File: src/rtl/mgmt_irq_pkg.sv
// Shared constants and register decode for the management interrupt controller.
package mgmt_irq_pkg;

  localparam int unsigned IRQ_ID_W  = 6;
  localparam int unsigned IRQ_MAX_N = 32;
  localparam int unsigned IRQ_ADR_W = 5;
  localparam int unsigned IRQ_DAT_W = 32;

  localparam logic [IRQ_ADR_W-1:0] IRQ_REG_ENABLE   = 5'h00;
  localparam logic [IRQ_ADR_W-1:0] IRQ_REG_MODE     = 5'h04;
  localparam logic [IRQ_ADR_W-1:0] IRQ_REG_POLARITY = 5'h08;
  localparam logic [IRQ_ADR_W-1:0] IRQ_REG_PENDING  = 5'h0C;
  localparam logic [IRQ_ADR_W-1:0] IRQ_REG_ID       = 5'h10;

  typedef enum logic [2:0] {
    SEL_ENABLE,
    SEL_MODE,
    SEL_POLARITY,
    SEL_PENDING,
    SEL_ID,
    SEL_NONE
  } irq_reg_sel_e;

  // Word-aligned decode; byte-lane bits are don't-care.
  function automatic irq_reg_sel_e irq_decode(input logic [IRQ_ADR_W-1:0] adr);
    irq_reg_sel_e sel;
    case ({adr[IRQ_ADR_W-1:2], 2'b00})
      IRQ_REG_ENABLE:   sel = SEL_ENABLE;
      IRQ_REG_MODE:     sel = SEL_MODE;
      IRQ_REG_POLARITY: sel = SEL_POLARITY;
      IRQ_REG_PENDING:  sel = SEL_PENDING;
      IRQ_REG_ID:       sel = SEL_ID;
      default:          sel = SEL_NONE;
    endcase
    return sel;
  endfunction

endpackage

File: src/rtl/mgmt_irq_sync.sv
// Multi-bit flop-chain synchroniser for asynchronous interrupt inputs.
module mgmt_irq_sync #(
  parameter int unsigned WIDTH  = 1,
  parameter int unsigned STAGES = 2
) (
  input  logic             clk,
  input  logic             rst_n,
  input  logic [WIDTH-1:0] d,
  output logic [WIDTH-1:0] q
);

  logic [WIDTH-1:0] stage_q [STAGES];

  always_ff @(posedge clk or negedge rst_n) begin
    if (!rst_n) begin
      for (int i = 0; i < int'(STAGES); i++) stage_q[i] <= '0;
    end else begin
      stage_q[0] <= d;
      for (int i = 1; i < int'(STAGES); i++) stage_q[i] <= stage_q[i-1];
    end
  end

  assign q = stage_q[STAGES-1];

endmodule

File: src/rtl/mgmt_irq_ctrl.sv
// Interrupt aggregator: per-channel sync, edge/level pending, mask, priority ID, Wishbone regs.
module mgmt_irq_ctrl
  import mgmt_irq_pkg::*;
#(
  parameter int unsigned N_IRQ       = 6,
  parameter int unsigned SYNC_STAGES = 2
) (
  input  logic                 core_clk,
  input  logic                 core_rstn,
  input  logic [N_IRQ-1:0]     irq_in,
  input  logic                 wb_stb_i,
  input  logic                 wb_we_i,
  input  logic [IRQ_ADR_W-1:0] wb_adr_i,
  input  logic [IRQ_DAT_W-1:0] wb_dat_i,
  output logic [IRQ_DAT_W-1:0] wb_dat_o,
  output logic                 wb_ack_o,
  output logic                 irq_out,
  output logic [IRQ_ID_W-1:0]  irq_id
);

  logic [N_IRQ-1:0] irq_sync;
  logic [N_IRQ-1:0] s_cur, s_prev;
  logic [N_IRQ-1:0] enable_q, mode_q, pol_q, pending_q;
  logic [N_IRQ-1:0] pending_d, clr, rise, active, wr_data;
  logic [IRQ_ID_W-1:0]  id_d;
  logic [IRQ_DAT_W-1:0] rd_d;
  logic                 access, wr;
  irq_reg_sel_e         sel;
  logic                 unused_bits;

  mgmt_irq_sync #(
    .WIDTH  (N_IRQ),
    .STAGES (SYNC_STAGES)
  ) u_sync (
    .clk   (core_clk),
    .rst_n (core_rstn),
    .d     (irq_in),
    .q     (irq_sync)
  );

  // A strobe still high during the ack cycle is not a new access.
  assign access  = wb_stb_i & ~wb_ack_o;
  assign wr      = access & wb_we_i;
  assign sel     = irq_decode(wb_adr_i);
  assign wr_data = wb_dat_i[N_IRQ-1:0];
  assign clr     = (wr && sel == SEL_PENDING) ? wr_data : '0;

  assign s_cur  = irq_sync ^ ~pol_q;
  assign rise   = s_cur & ~s_prev;
  // Edge channels: sticky, set beats clear. Level channels: follow the input.
  assign pending_d = (mode_q & ((pending_q & ~clr) | rise)) | (~mode_q & s_cur);
  assign active    = pending_q & enable_q;

  always_comb begin
    id_d = '0;
    for (int i = int'(N_IRQ) - 1; i >= 0; i--) begin
      if (active[i]) id_d = IRQ_ID_W'(i + 1);
    end
  end

  always_comb begin
    rd_d = '0;
    case (sel)
      SEL_ENABLE:   rd_d = IRQ_DAT_W'(enable_q);
      SEL_MODE:     rd_d = IRQ_DAT_W'(mode_q);
      SEL_POLARITY: rd_d = IRQ_DAT_W'(pol_q);
      SEL_PENDING:  rd_d = IRQ_DAT_W'(pending_q);
      SEL_ID:       rd_d = IRQ_DAT_W'(irq_id);
      default:      rd_d = '0;
    endcase
  end

  always_ff @(posedge core_clk or negedge core_rstn) begin
    if (!core_rstn) begin
      s_prev    <= '0;
      enable_q  <= '0;
      mode_q    <= '0;
      pol_q     <= '0;
      pending_q <= '0;
      irq_out   <= 1'b0;
      irq_id    <= '0;
      wb_ack_o  <= 1'b0;
      wb_dat_o  <= '0;
    end else begin
      s_prev    <= s_cur;
      pending_q <= pending_d;
      irq_out   <= |active;
      irq_id    <= id_d;
      wb_ack_o  <= access;
      wb_dat_o  <= access ? rd_d : '0;
      if (wr && sel == SEL_ENABLE)   enable_q <= wr_data;
      if (wr && sel == SEL_MODE)     mode_q   <= wr_data;
      if (wr && sel == SEL_POLARITY) pol_q    <= wr_data;
    end
  end

  assign unused_bits = ^{wb_adr_i[1:0], wb_dat_i};

endmodule

File: config.mk
export PLATFORM = sky130hd
export DESIGN_NAME = mgmt_irq_ctrl
export DESIGN_NICKNAME = d
export VERILOG_FILES = /design/src/rtl/mgmt_irq_pkg.sv /design/src/rtl/mgmt_irq_sync.sv /design/src/rtl/mgmt_irq_ctrl.sv
export SDC_FILE = /design/constraint.sdc
export NUM_CORES = 1
export LEC_CHECK = 0
export CORE_MARGIN = 2
export CORE_UTILIZATION = 47
export CTS_CLUSTER_SIZE = 8
export DETAILED_ROUTE_END_ITERATION = 7
export GPL_ROUTABILITY_DRIVEN = 0
export PLACE_DENSITY = 0.95
export SLEW_MARGIN = 20
export SYNTH_ARGS = -nofsm -noshare
export SYNTH_HDL_FRONTEND = slang
export SYNTH_SLANG_ARGS = --single-unit
File: constraint.sdc
create_clock -name core_clk -period 3.5 [get_ports core_clk]
set_clock_uncertainty 0.2 [all_clocks]
set_input_delay 0.525 -clock core_clk [delete_from_list [all_inputs] [get_ports core_clk]]
set_output_delay 0.525 -clock core_clk [all_outputs]
set_load 0.02 [all_outputs]
* Word level (Yosys, flattened, before mapping)
Cells that the tools add are included.
** Storage, ports and cells
- Register bits after elaboration :: 82
- Input bits :: 47
- Output and inout port bits :: 40
** Cells by class
- Eq/ne operators :: 8
- Mux-type cells :: 10
- Bitwise operators :: 15
- Reductions and logical operators :: 7
** Operators with widths (count)
- 6-bit two-way mux :: 6
- 32-bit two-way mux :: 1
- 6-bit AND :: 5
- 6-bit case mux with 5 select lines :: 1
- 6-bit NOT :: 4
- 3-bit case mux with 5 select lines :: 1
- 3-bit by 2-bit equality test with 1-bit output (second input constant) :: 4
- 6-bit bitwise OR :: 2
- 3-bit by 1-bit equality test with 1-bit output (second input constant) :: 2
- 3-bit equality test (second input constant) :: 2
- 3-bit zero test :: 2
- 6-bit OR reduction :: 1
- 6-bit XOR :: 1
- 1-bit logical AND :: 4
- 3-bit two-way mux :: 1
- 1-bit AND :: 2
- 1-bit NOT :: 1

* Logic depth before layout (Yosys ltp)
Gate-level depths: netlist of run 1.
- Depth in word-level cells :: 10
- Gate-level depth with buffers :: 5
- Gate-level depth less buffers :: 3

* Hierarchy
From an unflattened synthesis of run 1, not the netlist that was laid out.
** Second synthesis, totals
- Cell total of the unflattened synthesis :: 180
- Area, all modules :: 2428.6 um^2
** Modules (own cells, without submodules)
- mgmt_irq_ctrl :: instances 1, cells an instance 162, area an instance 2083.2 um^2, sequential area each 1026.0 um^2
- mgmt_irq_sync :: instances 1, cells an instance 18, area an instance 345.3 um^2, sequential area each 300.3 um^2

* Worst setup path before layout of run 1
Ideal clock, no wire load.
- Path kind :: input to register
- Start :: input wb_adr_i[3]
- End :: register pending_q[0]
- Setup time :: 0.122 ns
- Data arrival time :: 1.317 ns
- Required time :: 3.178 ns
- Setup slack :: 1.861 ns
- Stages on the path :: 5
- Buffers on the path :: 2
- Path through :: buf_2 -> nor2b_1 -> buf_2 -> nand3_1 -> a32o_1
** On the way
- Cells in the longest elaborated chain, start to end :: 10
- Elaborated cells on any way between the ends :: 14
- Those cells by class :: eq/ne (5); mux (2); bitwise (5); reduce/logical (2)
** RTL lines
- start, declared :: RTL line mgmt_irq_ctrl.sv:13 : input logic [IRQ_ADR_W-1:0] wb_adr_i,
- 3-bit equality test, or another cell as far along :: RTL line mgmt_irq_pkg.sv:27 : case ({adr[IRQ_ADR_W-1:2], 2'b00})
- 3-bit case mux with 5 select lines (*) :: RTL line mgmt_irq_pkg.sv:27
- 3-bit by 2-bit equality test with 1-bit output (*) :: RTL line mgmt_irq_ctrl.sv:46 : assign clr = (wr && sel == SEL_PENDING) ? wr_data : '0;
- 1-bit logical AND (*) :: RTL line mgmt_irq_ctrl.sv:46
- 6-bit two-way mux (*) :: RTL line mgmt_irq_ctrl.sv:46
- 6-bit NOT (*) :: RTL line mgmt_irq_ctrl.sv:51 : assign pending_d = (mode_q & ((pending_q & ~clr) | rise)) | (~mode_q & s_cur);
- 6-bit AND (*) :: RTL line mgmt_irq_ctrl.sv:51
- 6-bit bitwise OR (*) :: RTL line mgmt_irq_ctrl.sv:51
- 6-bit AND (*) :: RTL line mgmt_irq_ctrl.sv:51
- 6-bit bitwise OR (*) :: RTL line mgmt_irq_ctrl.sv:51
- via pending_d[0] :: RTL line mgmt_irq_ctrl.sv:24 : logic [N_IRQ-1:0] pending_d, clr, rise, active, wr_data;
- end signal, assigned :: RTL line mgmt_irq_ctrl.sv:86 : pending_q <= pending_d;
- end, declared :: RTL line mgmt_irq_ctrl.sv:23 : logic [N_IRQ-1:0] enable_q, mode_q, pol_q, pending_q;
The timed path passes the listed nets; every way through them passes the cells marked *.
A chain may end at the register's enable or synchronous reset.

* Worst setup path in the final report of run 1
- Start :: input wb_adr_i[3]
- End :: register pending_q[4]
The elaborated chain is that of the path after synthesis.

==> results of run 1 <==
[worst max path at each step]
stage                      startpoint                     end  slack (ps)
after floorplan           wb_adr_i[3]  pending_q[0]$_DFF_PN0_        1860
after global placement    wb_adr_i[3]  pending_q[1]$_DFF_PN0_         870
after detailed placement  wb_adr_i[3]  pending_q[2]$_DFF_PN0_         830
after CTS                 wb_adr_i[3]  pending_q[2]$_DFF_PN0_        1150
after global routing      wb_adr_i[3]  pending_q[2]$_DFF_PN0_        1030
final                     wb_adr_i[3]  pending_q[4]$_DFF_PN0_        1140
[metrics by stage]
step / setup slack, ps / hold slack, ps / cell area (um2) / power, mW
after CTS: 1150 / 153.5 / 2675 / 1.580
after floorplan: 1861 / 29.41 / 2445 / 1.116
after detailed placement: 827.0 / 135.5 / 2589 / 1.247
after global placement: 867.1 / 132.2 / 2589 / 1.216
final: 1136 / 149.2 / 2675 / 1.571
after global routing: 1033 / 157.0 / 2675 / 1.652
[metal layers]
layer	vias to the layer above	share of wire
met5	-	0
li1	634	-
met3	8	0.057
met1	712	0.41
met2	53	0.52
met4	0	0.014
[sequential cells by signal (all words and copies together) (netlist names)]
| register | count |
|---|---|
| enable_q | 6 |
| mode_q | 6 |
| pending_q | 6 |
| pol_q | 6 |
| s_prev | 6 |
| u_sync.q | 6 |
| u_sync.stage_q | 6 |
| wb_dat_o | 6 |
| irq_id | 3 |
| irq_out | 1 |
| wb_ack_o | 1 |
[kinds of logic after synthesis]
| kind of cell | after synthesis |
|---|---|
| other cells | 1 |
| compound gates | 23 |
| simple gates | 32 |
| xor+xnor | 6 |
| mux | 29 |
| buf+inv | 34 |
| flops | 53 |
[cell usage after synthesis, drive strengths merged]
library cell  number
nand3              7
nor2b              2
a22oi              7
a21oi              4
nand4              1
mux2              28
xnor2              6
nor2               6
nand4b             1
a32o               7
and4b              1
and2b              1
dfrtp             53
conb               1
mux4               1
inv                1
buf               33
a31oi              1
a22o               2
o21ai              1
nand2             12
a21boi             1
nor3b              1
[final cells by class]
cell class                 instances  share of cell area
clock buffer                       7             0.03227
inverter                           1            0.001403
tap                               67             0.03134
timing repair buffer              31              0.1123
sequential                        53              0.4958
multi-input combinational        119              0.3269
[power by group through the flow]
stage	Sequential, mW	Clock, mW	Combinational [mW]
2_1_floorplan	0.857	0	0.260
3_3_place_gp	0.847	0	0.369
3_5_place_dp	0.858	0	0.389
4_1_cts	0.846	0.345	0.390
5_1_grt	0.865	0.366	0.421
6_report	0.848	0.335	0.388
[critical path, cell delays in order]
cell and delay, ps:
clkdlybuf4s50_1 710, nor2b_1 660, nand3_1 150, a32o_1 300
==> impl_metrics.tcl, run 1 <==
set metrics [dict create \
    row_count 25 \
    maxCapViolations 0 \
    grt_overflow 0 \
    cp-start-kind "input port" \
    cts_hold_buffers 0 \
    worstHoldPathType "input port to async pin" \
    cts_setup_buffers 0 \
    ctsHtreeMaxLevel 2 \
    core-area_mm2 0.004755 \
    vias_per_cell 5.061 \
    drt-initial-drc-count 109 \
    hold_viol_final 0 \
    synth-simple-area-share 0.07594 \
    synthMuxAreaShare 0.1524 \
    crit_required_ps 3480 \
    cts.sinks 53 \
    r2r_end "mode_q[5]$_DFFE_PN0P_" \
    path_max_fanout 10 \
    crit_type "input port to register" \
    top_usage_layer "met2" \
    p_leak_nw 1.209 \
    netlist_instances 178 \
    final_cell_mix "dfrtp_1 (53), conb_1 (29), clkdlybuf4s50_1 (28), mux2_2 (22), nand2_1 (11)" \
    vdd_drop_max_mv 0.2089 \
    drv_slew 0 \
    synth_top_area_cell "dfrtp_1" \
    grt_pass1_wl_mm 6.458 \
    outcome "finished clean" \
    drt-total-wl_mm 4.085 \
    drive_above_1_share 0.1943 \
    setup_viol 0 \
    grt_use_met3 0.04336 \
    yosys-top-cells-area "dfrtp_1 (57%), mux2_2 (11%), buf_4 (9.6%), mux2_4 (3.2%), a32o_1 (3.0%)" \
    ys_ff_latch 53 \
    synth_xor_area_frac 0.02246 \
    power_frac_comb 0.247 \
    die_area_mm2 0.005558 \
    power_density_mw_per_mm2 587.3 \
    yosys.area_share.adder 0 \
    grt_use_met2 0.2655 \
    port_buffers 29 \
    area_growth_pct 14.33 \
    mostFrequentLayoutCell "dfrtp_1" \
    seqPwrFrac 0.540 \
    multi_input_area_um2 874.6 \
    final_nets 258 \
    tightestPinTransition_ps 895.4 \
    ys_warn_count 0 \
    grt_use_met1 0.1970 \
    switchingPower_mw 0.4642 \
    grt_max_degree 43 \
    relSlewSlack 0.4031 \
    drc 0 \
    fin_util 0.5626 \
    arrival_ps 2350 \
    numCtsBuffers 5 \
    wl_per_cell_um 14.69 \
    cts_tree "built" \
    n_antenna_cell 0 \
    via_count 1407 \
    final_cells 278 \
    antenna_found_initial 0 \
    yosysSeqAreaShare 0.5668 \
    clock.fmax_ghz 0.4230 \
    ios 87 \
    clk_pin_slew_ps 90 \
    tns_ps 0 \
    swShare 0.2955 \
    post-route-period-util 0.6754 \
    synth_compound_area_frac 0.07647 \
    fin_crit_ps 2364 \
    cts_resized 0 \
    reg2reg_from "wb_ack_o$_DFF_PN0_" \
    synth_top_family_by_area "multiplexers" \
    start_util 0.4921 \
    power.share.clock 0.213 \
    clk_latency_ps 300 \
    layout.area.seq_mm2 0.001326 \
    clockBufferDepth 2 \
    yosysTopAreaCellShare 0.5668 \
    r2r_slack_ps 1760 \
    antenna_left 0 \
    rsz0062_at_grt "false" \
    grt_pass1_vias 1371 \
    fp.dieW_um 74.56 \
    cts-root-buf "clkbuf_8" \
    hpwlAfterDp_mm 2.967 \
    yosysUniqueCellTypes 28 \
    nFillCells 388 \
    dp_cells 271 \
    first_pass_iters 4 \
    rr_worst_depth 3 \
    p_int_mw 1.107 \
    die_height_um 74.56 \
    postSynthAreaPerCell_um2 13.14 \
    syn_area_mm2 0.002340 \
    end_kind "register" \
    grtUsageTotal 0.1584 \
]
Note: power is estimated with default switching activity, not from simulation.
==> run 2: changes to the inputs <==
CORE_UTILIZATION = 44   (was 47)
PLACE_DENSITY = 0.91   (was 0.95)
clock period = 2.3 ns   (was 3.5 ns; I/O delays follow)
==> impl_metrics.tcl, run 2 (synthesis results as in run 1) <==
set metrics [dict create \
    cts_resized 0 \
    drt-total-wl_mm 4.285 \
    power_mw 2.400 \
    clockBufferDepth 2 \
    port_buffers 29 \
    core-area_mm2 0.005107 \
    grtUsageTotal 0.1603 \
    dp_cells 281 \
    post-route-period-util 0.8060 \
    grt_pass1_wl_mm 7.348 \
    cts-root-buf "clkbuf_8" \
    final_nets 266 \
    antenna_left 0 \
    drc 0 \
    tightestPinTransition_ps 555.7 \
    arrival_ps 1850 \
    vias_per_cell 4.844 \
    vdd_drop_max_mv 0.3240 \
    ios 87 \
    clock.fmax_ghz 0.5394 \
    cpPeakStageDelay_ps 580 \
    power_density_mw_per_mm2 871.7 \
    drt-initial-drc-count 97 \
    cp-start-kind "input port" \
    cpMaxStageDelayCell "clkdlybuf4s50_1" \
    crit_required_ps 2300 \
    grt_pass1_vias 1462 \
    outcome "finished clean" \
    tns_ps 0 \
    hold_viol_final 0 \
    antenna_found_initial 0 \
    cts.sinks 53 \
    n_antenna_cell 0 \
    worstHoldPathType "register to register" \
    final_cells 289 \
    wl_per_cell_um 14.83 \
    grt_max_degree 31 \
    clk_latency_ps 300 \
    end_kind "register" \
    mostFrequentLayoutCell "dfrtp_1" \
    cp_cell_sequence "clkdlybuf4s50_1 -> and4b_1 -> buf_4 -> nand3_1 -> a32o_1" \
    die_area_mm2 0.005917 \
    fp.dieW_um 76.92 \
    clk_pin_slew_ps 80 \
    drv_slew 0 \
    start_util 0.4581 \
    area_growth_pct 17.70 \
    place_area_mm2 0.002658 \
    maxCapViolations 0 \
    p_leak_nw 1.253 \
    setup_viol 0 \
    path_max_fanout 5 \
    rsz0062_at_grt "false" \
    fin_crit_ps 1854 \
    hpwlAfterDp_mm 3.192 \
    grt_overflow 0 \
    row_count 26 \
    drive_above_1_share 0.2192 \
    crit_type "input port to register" \
    final_cell_mix "dfrtp_1 (53), conb_1 (29), clkdlybuf4s50_1 (28), mux2_2 (22), nand2_1 (11)" \
    first_pass_iters 4 \
    ctsHtreeMaxLevel 2 \
    final_cell_area_mm2 0.002754 \
    die_height_um 76.92 \
    via_count 1400 \
    relSlewSlack 0.6295 \
    numCtsBuffers 5 \
    cts_tree "built" \
]
run 2: worst max-delay path, delay by kind of cell:
| kind | cells | cell delay [ps] |
|---|---|---|
| AOI/OAI and AO/OA | 1 | 270 |
| buffers and inverters | 2 | 760 |
| and+or+nand+nor | 2 | 470 |
run 2: area by class of cell:
| cell class | instances | area (um2) |
|---|---|---|
| Fill cell | 443 | 2354 |
| Tap cell | 70 | 87.58 |
| Sequential cell | 53 | 1326 |
| Inverter | 1 | 3.754 |
| Clock buffer | 7 | 86.33 |
| Multi-Input combinational cell | 119 | 874.6 |
| Timing Repair Buffer | 39 | 375.4 |
run 2: final timing paths:
path | from | to | slack, ps | depth (start not counted)
setup / recovery | wb_adr_i[2] | pending_q[5]$_DFF_PN0_ | 450 | 5
hold / removal | u_sync.stage_q[7]$_DFF_PN0_ | u_sync.q[1]$_DFF_PN0_ | 150 | 0
setup reg to reg | wb_ack_o$_DFF_PN0_ | pol_q[3]$_DFFE_PN0P_ | 640 | 3
hold reg to reg | u_sync.stage_q[7]$_DFF_PN0_ | u_sync.q[1]$_DFF_PN0_ | 150 | 0
max in group asynchronous | core_rstn | mode_q[5]$_DFFE_PN0P_ | 1000 | 3
min in group asynchronous | core_rstn | u_sync.stage_q[8]$_DFF_PN0_ | 360 | 2
run 2: layer usage:
layer / part of all wire / routed length (um) / GRT usage / vias to the layer above
met4: 0.020 / 84 / 0.06182 / 0
li1: - / - / - / 649
met5: 0 / 0 / 0 / -
met2: 0.52 / 2244 / 0.2737 / 45
met1: 0.41 / 1739 / 0.1935 / 697
met3: 0.051 / 217 / 0.04235 / 9
run 2: metrics by stage:
| stage | util | setup WS (ps) | hold slack, ps |
|---|---|---|---|
| 2_1_floorplan | - | 737.2 | -150.6 |
| 4_1_cts | 0.5392 | 457.0 | 154.4 |
| 3_5_place_dp | 0.5203 | 144.0 | 134.7 |
| 6_report | 0.5392 | 446.1 | 153.0 |
| 5_1_grt | 0.5392 | 352.9 | 165.8 |
| 3_3_place_gp | 0.5203 | 167.8 | 132.4 |
run 2: what timing repair did:
| item | CTS | global route |
|---|---|---|
| hold endpoints to repair | 23 | 0 |
| setup buffers | 0 | 0 |
| hold buffers | 1 | 0 |
run 2: report_power, final:
part | internal, mW | switching [mW] | total (mW)
Combinational | 0.329 | 0.275 | 0.604
Sequential | 1.13 | 0.156 | 1.28
Clock | 0.239 | 0.274 | 0.513
==> run 3: changes to the inputs <==
CORE_UTILIZATION = 40   (was 44)
PLACE_DENSITY = 0.87   (was 0.91)
clock period = 1.7 ns   (was 2.3 ns; I/O delays follow)
==> impl_metrics.tcl, run 3 (synthesis results as in run 1) <==
set metrics [dict create \
    outcome "finished clean" \
    drt-total-wl_mm 4.398 \
    clk_pin_slew_ps 90 \
    power_frac_comb 0.243 \
    ctsHtreeMaxLevel 2 \
    n_antenna_cell 0 \
    place_area_mm2 0.002720 \
    maxCapViolations 0 \
    grt_pass1_wl_mm 7.217 \
    cts-root-buf "clkbuf_8" \
    first_pass_iters 4 \
    numCtsBuffers 5 \
    drt-initial-drc-count 90 \
    antenna_left 0 \
    worstHoldPathType "register to register" \
    dp_slack_ps -304.3 \
    final_cell_area_mm2 0.002813 \
    mostFrequentLayoutCell "dfrtp_1" \
    p_int_mw 2.266 \
    hold_viol_final 0 \
    start_util 0.4198 \
    cts_setup_buffers 0 \
    fp.dieW_um 80.48 \
    switchingPower_mw 0.9593 \
    antenna_found_initial 0 \
    finalWorstSetupSlack_ps 91.67 \
    ios 87 \
    p_leak_nw 1.362 \
    arrival_ps 1600 \
    crit_type "register to register" \
    cts.sinks 53 \
    final_cell_mix "dfrtp_1 (53), conb_1 (29), mux2_2 (22), buf_4 (16), clkdlybuf4s50_1 (15)" \
    grtUsageTotal 0.1474 \
    port_buffers 29 \
    drv_slew 0 \
    drc 0 \
    grt_pass1_vias 1471 \
    row_count 27 \
    setup_viol 0 \
    cts_tree "built" \
    power_mw 3.225 \
    vdd_drop_max_mv 0.4565 \
    power_density_mw_per_mm2 1147 \
    final_nets 274 \
    drive_above_1_share 0.2511 \
    clk_latency_ps 300 \
    path_max_fanout 6 \
    nFillCells 510 \
    cp-start-kind "register" \
    wl_per_cell_um 14.71 \
    crit_required_ps 1690 \
    r2r_slack_ps 90 \
    vias_per_cell 4.846 \
    fin_crit_ps 1608 \
    grt_max_degree 39 \
    core-area_mm2 0.005574 \
    end_kind "register" \
    die_height_um 80.48 \
    post-route-period-util 0.9461 \
    grt_overflow 0 \
    clock.fmax_ghz 0.6218 \
    clockBufferDepth 2 \
    power.share.clock 0.217 \
    swShare 0.2975 \
    area_growth_pct 20.21 \
    seqPwrFrac 0.541 \
    die_area_mm2 0.006477 \
    via_count 1449 \
    hpwlAfterDp_mm 3.254 \
    rsz0062_at_grt "false" \
]
run 3: cell count changes in the layout (fill, tap and decap cells not counted), sizes merged:
cell / delta
clkdlybuf4s50: -13
buf: +8
dlymetal6s2s: +3
dlygate4sd2: +10
run 3: area by class of cell:
cell class	count	area [um2]	area share
tap	72	90.09	0.03203
clock buffer	7	86.33	0.03069
inverter	1	3.754	0.001335
sequential	53	1326	0.4715
multi-input combinational	119	875.8	0.3114
timing repair buffer	47	430.4	0.1530
run 3: worst paths after layout:
check / cells after the start / startpoint / to
max reg2reg: 3 / wb_ack_o$_DFF_PN0_ / enable_q[3]$_DFFE_PN0P_
max in group asynchronous: 3 / core_rstn / pol_q[2]$_DFFE_PN0P_
min: 0 / u_sync.stage_q[11]$_DFF_PN0_ / u_sync.q[5]$_DFF_PN0_
max: 3 / wb_ack_o$_DFF_PN0_ / enable_q[3]$_DFFE_PN0P_
min in group asynchronous: 2 / core_rstn / u_sync.q[4]$_DFF_PN0_
min reg2reg: 0 / u_sync.stage_q[11]$_DFF_PN0_ / u_sync.q[5]$_DFF_PN0_
run 3: metal layers:
metal | up-vias | global-route usage | wire length [um]
met1 | 728 | 0.1898 | 1914
met5 | - | 0 | 0
met3 | 8 | 0.03820 | 228
met4 | 0 | 0.04576 | 69
li1 | 666 | - | -
met2 | 47 | 0.2433 | 2186
run 3: power by group through the flow:
stage          clock network, mW  registers, mW  logic (mW)
2_1_floorplan                  0           1.76       0.535
3_3_place_gp                   0           1.75       0.792
3_5_place_dp                   0           1.77       0.821
4_1_cts                    0.725           1.74       0.793
5_1_grt                    0.775           1.78       0.863
6_report                   0.699           1.74       0.782
run 3: what timing repair did:
item                                    CTS  global route
pin swaps                                 0             0
endpoints found under the hold margin    15             0
endpoints found under the setup margin   10             8
resized for setup                        10             4
hold buffers                              1             0
run 3: worst max-delay path: stages (launching register included):
cell and delay (ps):
dfrtp_1 390, and2b_1 280, nand4b_2 270, mux2_2 360
run 3: metrics by stage:
step	util	setup TNS [ps]	instances	hold WS, ps
final	0.5046	0	299	151.5
after global routing	0.5046	0	299	167.0
after CTS	0.5030	0	299	155.7
after detailed placement	0.4880	-7571	291	-5.299
after global placement	0.4880	-6868	291	-13.08
after floorplan	-	0	206	-240.6
